$ cat src/rtl/mem_port_arbiter_pkg.sv
// Shared types and default sizes for the fetch/data memory port arbiter.
// The response-owner encoding lives here so testbenches can name the states.
package mem_arb_pkg;

    typedef enum logic [1:0] {
        NONE  = 2'd0,
        FETCH = 2'd1,
        DATA  = 2'd2
    } owner_t;

    localparam int ADDR_W_DEF       = 32;
    localparam int DATA_W_DEF       = 32;
    localparam int STARVE_LIMIT_DEF = 4;

endpackage

$ cat src/rtl/mem_port_arbiter.sv
// Single-port RAM arbiter between an instruction fetch port and a data port.
// Data wins by default; a fetch starved for STARVE_LIMIT data grants gets one slot.
module mem_port_arbiter
    import mem_arb_pkg::*;
#(
    parameter int ADDR_W       = ADDR_W_DEF,
    parameter int DATA_W       = DATA_W_DEF,
    parameter int STARVE_LIMIT = STARVE_LIMIT_DEF
) (
    input  logic                sysclk,
    input  logic                cpu_reset,

    input  logic                if_req,
    input  logic [ADDR_W-1:0]   if_addr,
    output logic                if_gnt,
    output logic                if_rvalid,
    output logic [DATA_W-1:0]   if_rdata,
    input  logic                flush,

    input  logic                d_req,
    input  logic                d_we,
    input  logic [DATA_W/8-1:0] d_be,
    input  logic [ADDR_W-1:0]   d_addr,
    input  logic [DATA_W-1:0]   d_wdata,
    output logic                d_gnt,
    output logic                d_rvalid,
    output logic [DATA_W-1:0]   d_rdata,

    output logic                mem_en,
    output logic [DATA_W/8-1:0] mem_we,
    output logic [ADDR_W-3:0]   mem_addr,
    output logic [DATA_W-1:0]   mem_wdata,
    input  logic [DATA_W-1:0]   mem_rdata
);

    localparam int CNT_W = $clog2(STARVE_LIMIT + 1);
    localparam logic [CNT_W-1:0] LIMIT_C = CNT_W'(STARVE_LIMIT);

    logic [CNT_W-1:0] starve_cnt_q, starve_cnt_d;
    owner_t           resp_owner_q, resp_owner_d;
    logic             fetch_win;

    // Byte offset bits are irrelevant to a word-wide RAM.
    logic unused_addr_lsbs;
    assign unused_addr_lsbs = ^{if_addr[1:0], d_addr[1:0]};

    // Grant and RAM drive, purely from this cycle's requests.
    always_comb begin
        fetch_win = 1'b0;
        if_gnt    = 1'b0;
        d_gnt     = 1'b0;
        mem_en    = 1'b0;
        mem_we    = '0;
        mem_addr  = '0;
        mem_wdata = '0;
        if (!cpu_reset) begin
            fetch_win = if_req && !flush && (!d_req || (starve_cnt_q >= LIMIT_C));
            if_gnt    = fetch_win;
            d_gnt     = d_req && !fetch_win;
        end
        if (if_gnt) begin
            mem_en   = 1'b1;
            mem_addr = if_addr[ADDR_W-1:2];
        end else if (d_gnt) begin
            mem_en   = 1'b1;
            mem_addr = d_addr[ADDR_W-1:2];
            if (d_we) begin
                mem_we    = d_be;
                mem_wdata = d_wdata;
            end
        end
    end

    // Counts data wins while a fetch sits waiting; saturates if flush keeps fetch out.
    always_comb begin
        starve_cnt_d = starve_cnt_q;
        if (if_gnt || !if_req) begin
            starve_cnt_d = '0;
        end else if (d_gnt && (starve_cnt_q < LIMIT_C)) begin
            starve_cnt_d = starve_cnt_q + 1'b1;
        end
    end

    // Records who owns the RAM read data returning next cycle.
    always_comb begin
        resp_owner_d = NONE;
        if (if_gnt) begin
            resp_owner_d = FETCH;
        end else if (d_gnt && !d_we) begin
            resp_owner_d = DATA;
        end
    end

    always_comb begin
        if_rvalid = (resp_owner_q == FETCH) && !flush && !cpu_reset;
        d_rvalid  = (resp_owner_q == DATA) && !cpu_reset;
        if_rdata  = if_rvalid ? mem_rdata : '0;
        d_rdata   = d_rvalid ? mem_rdata : '0;
    end

    always_ff @(posedge sysclk or posedge cpu_reset) begin
        if (cpu_reset) begin
            starve_cnt_q <= '0;
            resp_owner_q <= NONE;
        end else begin
            starve_cnt_q <= starve_cnt_d;
            resp_owner_q <= resp_owner_d;
        end
    end

endmodule

$ cat config.mk
export PLATFORM = sky130hd
export DESIGN_NAME = mem_port_arbiter
export DESIGN_NICKNAME = d
export VERILOG_FILES = /design/src/rtl/mem_port_arbiter_pkg.sv /design/src/rtl/mem_port_arbiter.sv
export SDC_FILE = /design/constraint.sdc
export NUM_CORES = 1
export LEC_CHECK = 0
export ABC_AREA = 1
export ABC_CLOCK_PERIOD_IN_PS = 1350
export BUFFER_PORTS_ARGS = -buffer_cell sky130_fd_sc_hd__clkbuf_2
export CORE_AREA = 2 2 105 107
export DETAILED_ROUTE_END_ITERATION = 8
export DIE_AREA = 0 0 107 109
export GPL_ROUTABILITY_DRIVEN = 0
export MAX_ROUTING_LAYER = met4
export SLEW_MARGIN = 20
export SYNTH_ARGS = -nofsm -noshare
export SYNTH_HDL_FRONTEND = slang
export SYNTH_SLANG_ARGS = --single-unit
$ cat constraint.sdc
create_clock -name sysclk -period 1.35 [get_ports sysclk]
set_clock_uncertainty 0.2 [all_clocks]
set_input_delay 0.2025 -clock sysclk [delete_from_list [all_inputs] [get_ports sysclk]]
set_output_delay 0.2025 -clock sysclk [all_outputs]
set_load 0.02 [all_outputs]
==> summary.md, run 1 <==
| Metric | Value |
|---|---|
| Status | complete, but fails checks |
| Failing checks | negative hold slack, negative setup slack |
| Via density per instance | 3.976 |
| CTS tree | built |
| Count of vias placed by the detailed router | 2,978 |
| Layout Nets | 749 |
| Sw power | 653.5 uW |
| Min cycle time layout | 1917 ps |
| Starting DRT DRC Count | 60 |
| Synthesized area per cell | 4.441 um^2 |
| Post-DR wirelength/cell | 12.47 um |
| Layout overhead on the synthesized area | 280.1% |
| Fraction of post-synthesis cell area in the top cell type by area | 0.3596 |
| Die boundary height | 109 um |
| Clock insertion delay at the later pin of the skew report | 220 ps |
| Antenna cells | 0 |
| Total CTS buffers | 3 |
| Combinational share of power | 0.716 |
| Clock network fraction of total power | 0.179 |
| Site Rows | 38 |
| Maximum number of pins on one net before global-route repair | 32 |
| Cell count after synthesis | 315 |
| Static leakage | 0.002663 uW |
| Peak fanout along the critical path | 7 |
| Vias in the first global route | 2,830 |
| Initial antenna violation count | 0 |
| Chip width | 107 um |
| Timing-limited maximum frequency | 0.5217 GHz |
| Hold/Removal Path Class | in -> async |
| Setup CP Type | reg -> out |
| Final number of max-transition violations | 0 |
| Slew at the pin with the worst max-slew slack | 225.6 ps |
| Total die area | 11,660 um^2 |
| H-tree levels | 1 |
| Initial standard-cell utilization of the core | 0.1319 |
| Port buffer count | 268 |
| Post-Syn Area | 1399 um^2 |
| Ratio of final minimum period to clock period | 1.420 |
| Count of endpoints failing setup in the final report | 135 |
| Flops & latches, synth | 5 |
| Switching Share | 0.4260 |
| Critical path data arrival time | 1510 ps |
| Part of the total power dissipated in sequential elements | 0.105 |
| Kind of launch point of the worst setup path | register |
| Clock Path Buffers | 2 |
| Synth cell types | 17 |
| Tightest slew margin relative to the limit | 0.8496 |
| Placed cell area | 3882 um^2 |
| Internal power | 880.7 uW |
| DRC Markers | 0 |
| Number of top-level pins | 273 |
| 1st-pass router iterations | 4 |
| Post-CTS clock slew at the launch and capture registers of the worst setup and hold paths | 30 ps |
| Library cell used as clock root buffer | clkbuf_8 |
| CORE AREA | 10,600 um^2 |
| Final HPWL from detailed placement | 6.098 mm |
| Final worst-path setup slack | -566.7 ps |
| Clock sinks | 5 |
| Unrepaired setup endpoints after global routing | true |
| End-of-flow core utilization | 0.5014 |
| Synth warn | 0 |
| Worst path required time | 950 ps |
| Endpoint class of the critical path | output pin |
| Number of hold violations in the final report | 5 |
| Most area-hungry cell type in the Yosys netlist | nand2_1 |
| Wire length of the first global-routing pass | 12.79 mm |
| Total nets after synthesis | 454 |
| Post-Route Hold Slack | -27.55 ps |
| Peak VDD IR | 0.1945 mV |
| Fraction of layout instances using a drive strength above 1 | 0.7438 |
| Worst-case setup slack after placement | -327.0 ps |
| Congestion Overflow GR | 0 |
| Number of fill cells in the layout | 947 |
| Design Area, Final | 5316 um^2 |
| Number of maximum-capacitance violations | 0 |
| Remaining number of nets flagged by the antenna check after routing | 0 |
| Total power divided by cell area | 288.6 nW/um^2 |
| Placed cells | 729 |
| Post-detailed-routing wire length | 9.340 mm |
| Total routing resource utilization after global routing | 0.1357 |
| Cell types with the largest area share after synthesis | nand2_1 (36%), nor2_1 (25%), inv_1 (10%) |
| Share of the yosys chip area belonging to registers | 0.08945 |
| Post-route non-filler standard cell count | 749 |
[logic make-up (layout without fill, tap and decap cells)]
logic type,Yosys count,after routing,synth area share
AOI/OAI and AO/OA,2,2,0.01611
adders and majority gates,1,1,0.008943
buffers and inverters,61,355,0.1986
DFF,5,5,0.08945
and+or+nand+nor,246,246,0.6869
[cell usage in the layout (no fill, tap or decap)]
| cell | n |
|---|---|
| a21oi_4 | 1 |
| a31oi_1 | 1 |
| buf_12 | 13 |
| buf_16 | 5 |
| buf_2 | 2 |
| buf_4 | 15 |
| buf_6 | 38 |
| buf_8 | 31 |
| clkbuf_1 | 1 |
| clkbuf_16 | 2 |
| clkbuf_2 | 135 |
| clkbuf_4 | 15 |
| clkbuf_8 | 55 |
| clkinv_2 | 1 |
| clkinv_4 | 2 |
| dfrtp_1 | 5 |
| dlymetal6s4s_1 | 1 |
| ha_1 | 1 |
| inv_1 | 35 |
| inv_2 | 2 |
| inv_4 | 2 |
| nand2_1 | 101 |
| nand2_2 | 28 |
| nand2_4 | 5 |
| nand3_1 | 1 |
| nand3_2 | 1 |
| nand3_4 | 2 |
| nand4_1 | 2 |
| nor2_1 | 8 |
| nor2_2 | 5 |
| nor2_4 | 93 |
[final cells by class]
cell class	count	area, um^2	share of cell area
Timing Repair Buffer	309	2980	0.5606
Multi-Input combinational cell	249	1817	0.3417
Tap cell	140	175.2	0.03295
Inverter	42	173.9	0.03271
Sequential cell	5	125.1	0.02353
Clock buffer	4	45.04	0.008473
[synthesized netlist by cell type (all sizes together)]
master and n:
ha 1, buf 16, clkbuf 3, nor2 106, a21oi 1, a31oi 1
nand4 2, clkinv 1, dfrtp 5, nand2 134, nand3 4, inv 41
[flip-flops by register name, summed over array words and instances, names as in the netlist]
| name | flops |
|---|---|
| starve_cnt_q | 3 |
| resp_owner_q | 2 |
[power by group through the flow]
stage | Clock [uW] | Combinational [uW] | Sequential (uW)
2_1_floorplan | 0 | 515 | 161
3_3_place_gp | 0 | 876 | 162
3_5_place_dp | 0 | 879 | 162
4_1_cts | 281 | 1030 | 160
5_1_grt | 300 | 1180 | 161
6_report | 275 | 1100 | 160
[worst max-delay path, cell delays in order, from the launching register on]
cell and delay [ps]:
dfrtp_1 370, inv_2 80, nand2_4 60, a21oi_4 190, buf_4 170, buf_6 150, nand2_1 70, nand2_2 60
clkbuf_8 130
[per-layer routing]
metal	track usage	vias up	share of wire
met1	0.1505	1327	0.38
met3	0.03108	5	0.080
met4	0.01113	0	0.0026
li1	-	1492	-
met5	-	-	0
met2	0.2575	154	0.54
[path summary, 6_finish.rpt]
check / to / slack, ps / from / depth (start not counted)
min in group sysclk: resp_owner_q[0] / 160 / flush / 4
max: mem_addr[16] / -570 / starve_cnt_q[2] / 8
max in group asynchronous: starve_cnt_q[2] / 860 / cpu_reset / 4
max reg2reg: resp_owner_q[1] / 0 / starve_cnt_q[2] / 6
min reg2reg: starve_cnt_q[2] / 330 / starve_cnt_q[2] / 2
min: resp_owner_q[0] / -30 / cpu_reset / 4
[metrics by stage]
step	TNS (ps)	total power (uW)
6_report	-63250	1534
5_1_grt	-73370	1638
2_1_floorplan	-9786	675.4
3_5_place_dp	-31650	1040
4_1_cts	-64750	1473
3_3_place_gp	-31650	1037
[repair_timing]
| action | CTS | global route |
|---|---|---|
| hold buffers | 1 | 0 |
| endpoints found under the setup margin | 136 | 139 |
| buffers inserted | 3 | 6 |
| cloned | 7 | 3 |
| gates resized for setup | 198 | 156 |
| pin swaps | 2 | 8 |
| endpoints found under the hold margin | 5 | 0 |
Power figures use the tool's default switching activity.
==> inputs of run 2 (changes only) <==
--- a/config.mk
+++ b/config.mk
@@ -13,6 +13,7 @@
 export DIE_AREA = 0 0 107 109
 export GPL_ROUTABILITY_DRIVEN = 0
 export MAX_ROUTING_LAYER = met4
+export SKIP_CTS_REPAIR_TIMING = 1
 export SLEW_MARGIN = 20
 export SYNTH_ARGS = -nofsm -noshare
 export SYNTH_HDL_FRONTEND = slang
==> summary.md, run 2 (same netlist as run 1, synthesis figures left out) <==
| Metric | Value |
|---|---|
| Post-route non-filler standard cell count | 742 (-0.93%) |
| Static leakage | 0.002507 uW (-5.9%) |
| Setup TNS | -58,620 ps (+4630 ps) |
| Port buffer count | 268 (unchanged) |
| Total power divided by cell area | 298.3 nW/um^2 (+3.4%) |
| Tightest slew margin relative to the limit | 0.8494 (about the same) |
| Number of hold violations in the final report | 0 (-5) |
| Unrepaired setup endpoints after global routing | true |
| Wire length of the first global-routing pass | 10.41 mm (-19%) |
| Number of top-level pins | 273 (unchanged) |
| Final worst-path setup slack | -529.7 ps (+36.97 ps) |
| Clock insertion delay at the later pin of the skew report | 220 ps (about the same) |
| Setup CP Type | reg -> out |
| Via density per instance | 3.884 (-2.3%) |
| Failing checks | negative setup slack |
| Hold/Removal Path Class | in -> reg |
| Die boundary height | 109 um (unchanged) |
| End-of-flow core utilization | 0.4536 (-0.04779) |
| Minimum setup slack among reg-to-reg paths | -30 ps (-30 ps) |
| Congestion Overflow GR | 0 (unchanged) |
| Initial antenna violation count | 0 (unchanged) |
| Final HPWL from detailed placement | 6.098 mm (unchanged) |
| Chip width | 107 um (unchanged) |
| Antenna cells | 0 (unchanged) |
| CTS tree | built |
| R2R Path End | resp_owner_q[1] |
| Count of vias placed by the detailed router | 2,882 (-3.2%) |
| DRC Markers | 0 (unchanged) |
| Design Area, Final | 4810 um^2 (-9.5%) |
| Library cell used as clock root buffer | clkbuf_8 |
| Hold Path Depth | 3 |
| Layout Nets | 742 (-0.93%) |
| Top Registers | starve_cnt_q: 3 flops, resp_owner_q: 2 flops |
| Hold endpoint | resp_owner_q[1] |
| Remaining number of nets flagged by the antenna check after routing | 0 (unchanged) |
| Status | complete, but fails checks |
| Worst path required time | 950 ps (about the same) |
| Ratio of final minimum period to clock period | 1.392 (-0.02739) |
| Min cycle time layout | 1880 ps (-36.97 ps) |
| Vias in the first global route | 2,427 (-14%) |
| Initial standard-cell utilization of the core | 0.1319 (unchanged) |
| Clock Path Buffers | 2 (unchanged) |
| Site Rows | 38 (unchanged) |
| Starting DRT DRC Count | 83 (+38%) |
| Final number of max-transition violations | 0 (unchanged) |
| Slew at the pin with the worst max-slew slack | 225.9 ps (+0.2742 ps) |
| Peak VDD IR | 0.1971 mV (+1.4%) |
| Post-detailed-routing wire length | 8.101 mm (-13%) |
| Critical path data arrival time | 1480 ps (-30 ps) |
| Layout overhead on the synthesized area | 243.8% |
| H-tree levels | 1 (unchanged) |
| Timing-limited maximum frequency | 0.5320 GHz (+2.0%) |
| Clock sinks | 5 (unchanged) |
| Number of maximum-capacitance violations | 0 (unchanged) |
| Number of cells on the worst reg-to-reg path | 7 (+1) |
| Endpoint class of the critical path | output pin |
| Most common cell after layout, fill and taps aside | clkbuf_2 |
| Total routing resource utilization after global routing | 0.1072 (-0.02842) |
| Placed cells | 729 (unchanged) |
| Largest register by flop count | starve_cnt_q |
| Total die area | 11,660 um^2 (unchanged) |
| 1st-pass router iterations | 4 (unchanged) |
| Count of endpoints failing setup in the final report | 139 (+3.0%) |
| Maximum number of pins on one net before global-route repair | 32 (unchanged) |
| Post-DR wirelength/cell | 10.92 um (-12%) |
| Kind of launch point of the worst setup path | register |
| Commonest cells after routing, fill and taps aside | clkbuf_2 (138), nand2_1 (101), nor2_4 (96) |
| Hold Path Origin | d_we |
| Number of flip-flops under the largest register name | 3 (unchanged) |
| Worst r2r src | starve_cnt_q[2] |
| Fraction of layout instances using a drive strength above 1 | 0.7475 (+0.003666) |
| Peak fanout along the critical path | 18 (+11) |
| Placed cell area | 3882 um^2 (unchanged) |
| Total CTS buffers | 3 (unchanged) |
| Post-CTS clock slew at the launch and capture registers of the worst setup and hold paths | 30 ps (about the same) |
| CORE AREA | 10,600 um^2 (unchanged) |
==> run 2: critical path, stage by stage, from the launching register on <==
cell	delay (ps)
dfrtp_1	370
inv_2	80
nand2_4	50
a21oi_4	200
inv_4	80
buf_12	180
nor2_4	110
clkbuf_2	160
==> run 2: worst max path at each step <==
stage | endpoint | cells after the start | from | slack (ps)
floorplan | mem_wdata[0] | 6 | starve_cnt_q[2] | -180
global placement | mem_wdata[0] | 7 | starve_cnt_q[2] | -330
detailed placement | mem_wdata[10] | 7 | starve_cnt_q[2] | -330
CTS | mem_wdata[10] | 7 | starve_cnt_q[2] | -560
global route | mem_wdata[10] | 7 | starve_cnt_q[2] | -620
finish | mem_wdata[10] | 7 | starve_cnt_q[2] | -530
==> run 2: final cells by class <==
class | count | area [um^2]
clock buffers | 4 | 45.04
fillers | 1007 | 5793
inverters | 42 | 168.9
multi-input cells | 249 | 1839
flip-flops and latches | 5 | 125.1
well taps | 140 | 175.2
repair buffers | 302 | 2456
==> run 2: power breakdown <==
group	internal, uW	total [uW]	switching (uW)
Clock	203	275	72.1
Sequential	156	160	4.46
Combinational	448	1000	551
==> run 2: layer usage <==
layer  vias to the layer above  track usage  routed length, um  share of wire
met5                         -            -                  0              0
met1                      1255       0.1297               3110           0.38
met3                         3      0.02630                665          0.082
met4                         0     0.005566                  9         0.0011
met2                       148       0.1902               4316           0.53
li1                       1476            -                  -              -
==> run 2: metrics by stage <==
stage / setup WS, ps / total power [uW] / hold slack (ps)
global placement: -325.4 / 1037 / -22.93
finish: -529.7 / 1435 / 173.9
CTS: -563.9 / 1323 / -253.5
detailed placement: -327.0 / 1040 / -18.89
global route: -615.9 / 1542 / 191.2
floorplan: -182.6 / 675.4 / -222.9
==> inputs of run 3 (changes only) <==
--- a/config.mk
+++ b/config.mk
@@ -13,6 +13,7 @@
 export DIE_AREA = 0 0 107 109
 export GPL_ROUTABILITY_DRIVEN = 0
 export MAX_ROUTING_LAYER = met4
+export REMOVE_ABC_BUFFERS = 1
 export SKIP_CTS_REPAIR_TIMING = 1
 export SLEW_MARGIN = 20
 export SYNTH_ARGS = -nofsm -noshare
==> summary.md, run 3 (same netlist as run 1, synthesis figures left out) <==
| Metric | Value |
|---|---|
| Status | complete, but fails checks |
| Failing checks | negative setup slack |
| Total die area | 11,660 um^2 (unchanged) |
| Vias in the first global route | 2,224 (-8.4%) |
| Hold endpoint | resp_owner_q[1] |
| Setup CP Type | reg -> out |
| Combinational share of power | 0.673 (-0.024) |
| CORE AREA | 10,600 um^2 (unchanged) |
| Hold/Removal Path Class | in -> reg |
| Via density per instance | 3.955 (+1.8%) |
| Count of vias placed by the detailed router | 2,907 (+0.87%) |
| Ratio of final minimum period to clock period | 1.376 (-0.01611) |
| Layout overhead on the synthesized area | 181.8% |
| Hold Path Origin | d_we |
| Total power divided by cell area | 334.7 nW/um^2 (+12%) |
| Commonest cells after routing, fill and taps aside | clkbuf_2 (153), nand2_1 (103), buf_4 (85) |
| Worst path required time | 950 ps (about the same) |
| Switching Share | 0.4127 (-0.02499) |
| Die boundary height | 109 um (unchanged) |
| End-of-flow core utilization | 0.3717 (-0.08190) |
| H-tree levels | 1 (unchanged) |
| Kind of launch point of the worst setup path | register |
| Final worst-path setup slack | -508.0 ps (+21.75 ps) |
| Minimum setup slack among reg-to-reg paths | 50 ps (+80 ps) |
| Final HPWL from detailed placement | 6.407 mm (+5.1%) |
| Post-detailed-routing wire length | 9.058 mm (+12%) |
| 1st-pass router iterations | 4 (unchanged) |
| Number of flip-flops under the largest register name | 3 (unchanged) |
| Clock Path Buffers | 2 (unchanged) |
| Internal power | 774.8 uW (-4.0%) |
| Endpoint class of the critical path | output pin |
| Maximum number of pins on one net before global-route repair | 38 (+19%) |
| Final number of max-transition violations | 0 (unchanged) |
| Static leakage | 0.002404 uW (-4.1%) |
| Worst r2r src | starve_cnt_q[2] |
| Peak fanout along the critical path | 7 (-11) |
| Site Rows | 38 (unchanged) |
| Initial antenna violation count | 1 (+1) |
| Number of top-level pins | 273 (unchanged) |
| Total CTS buffers | 3 (unchanged) |
| Clock insertion delay at the later pin of the skew report | 220 ps (about the same) |
| DRC Markers | 0 (unchanged) |
| Timing-limited maximum frequency | 0.5382 GHz (+1.2%) |
| Port buffer count | 268 (unchanged) |
| Peak VDD IR | 0.2330 mV (+18%) |
| Min cycle time layout | 1858 ps (-21.75 ps) |
| Number of maximum-capacitance violations | 0 (unchanged) |
| Tot Pwr | 1319 uW (-8.1%) |
| Part of the total power dissipated in sequential elements | 0.121 (+0.009) |
| Remaining number of nets flagged by the antenna check after routing | 0 (unchanged) |
| Fraction of layout instances using a drive strength above 1 | 0.6380 (-0.1095) |
| Critical path data arrival time | 1460 ps (-20 ps) |
| Worst-case setup slack after placement | -400.4 ps (-73.40 ps) |
| Top Registers | starve_cnt_q: 3 flops, resp_owner_q: 2 flops |
| Clock network fraction of total power | 0.206 (+0.015) |
| Slew at the pin with the worst max-slew slack | 258.1 ps (+32.22 ps) |
| Wire length of the first global-routing pass | 10.21 mm (-1.9%) |
| Number of hold violations in the final report | 0 (unchanged) |
| Setup TNS | -54,520 ps (+4107 ps) |
| Library cell used as clock root buffer | clkbuf_8 |
| Largest register by flop count | starve_cnt_q |
| Count of endpoints failing setup in the final report | 135 (-2.9%) |
| Post-CTS clock slew at the launch and capture registers of the worst setup and hold paths | 30 ps (about the same) |
| Starting DRT DRC Count | 126 (+52%) |
| Number of cells on the worst reg-to-reg path | 6 (-1) |
| Unrepaired setup endpoints after global routing | true |
| Chip width | 107 um (unchanged) |
| Post-DR wirelength/cell | 12.32 um (+13%) |
| Clock sinks | 5 (unchanged) |
| CTS tree | built |
| Layout Nets | 734 (-1.1%) |
| Sw power | 544.5 uW (-13%) |
| Total routing resource utilization after global routing | 0.1130 (+0.005729) |
| Most common cell after layout, fill and taps aside | clkbuf_2 |
| Congestion Overflow GR | 0 (unchanged) |
| R2R Path End | resp_owner_q[1] |
| Tightest slew margin relative to the limit | 0.8280 (-0.02148) |
| Hold Path Depth | 3 (unchanged) |
| Initial standard-cell utilization of the core | 0.1319 (unchanged) |
-- run 3: cell type report --
type | instances | area (um^2)
fill | 1150 | 6661
sequential | 5 | 125.1
inverter | 42 | 165.2
timing repair buffer | 294 | 2172
tap | 140 | 175.2
multi-input combinational | 249 | 1256
antenna | 1 | 2.502
clock buffer | 4 | 45.04
-- run 3: worst max-delay path, stage by stage (launching register included) --
cell       delay, ps
dfrtp_1          380
inv_2             70
nand2_2           70
a21oi_4          150
buf_12           160
clkbuf_16        160
nand2_1           50
nand2_1           70
buf_6            120
-- run 3: how the worst max path moves through the flow --
stage	startpoint	end	slack, ps	cells past startpoint
global route	starve_cnt_q[2]	mem_addr[18]	-560	8
CTS	starve_cnt_q[2]	mem_wdata[9]	-640	6
finish	starve_cnt_q[2]	mem_addr[18]	-510	8
detailed placement	starve_cnt_q[2]	mem_wdata[9]	-400	6
floorplan	starve_cnt_q[2]	mem_wdata[10]	-820	5
global placement	starve_cnt_q[2]	mem_wdata[9]	-350	6
-- run 3: power groups by stage --
stage | registers (uW) | clock network [uW] | logic [uW]
2_1_floorplan | 160 | 0 | 309
3_3_place_gp | 161 | 0 | 698
3_5_place_dp | 161 | 0 | 700
4_1_cts | 159 | 282 | 703
5_1_grt | 161 | 287 | 956
6_report | 160 | 271 | 888
-- run 3: metal layers --
metal | GRT usage | routed length (um) | up-vias | part of all wire
li1 | - | - | 1460 | -
met5 | - | 0 | - | 0
met4 | 0.03618 | 57 | 0 | 0.0063
met2 | 0.2006 | 4908 | 168 | 0.54
met1 | 0.1306 | 3259 | 1274 | 0.36
met3 | 0.01793 | 832 | 5 | 0.092
-- run 3: through the flow --
step | instance area [um^2] | instances | hold slack (ps)
after floorplan | 1281 | 296 | -197.9
after global placement | 3005 | 720 | 38.36
after detailed placement | 3005 | 720 | 31.03
after CTS | 3050 | 724 | -201.5
after global routing | 3941 | 735 | 174.7
final | 3941 | 735 | 154.0
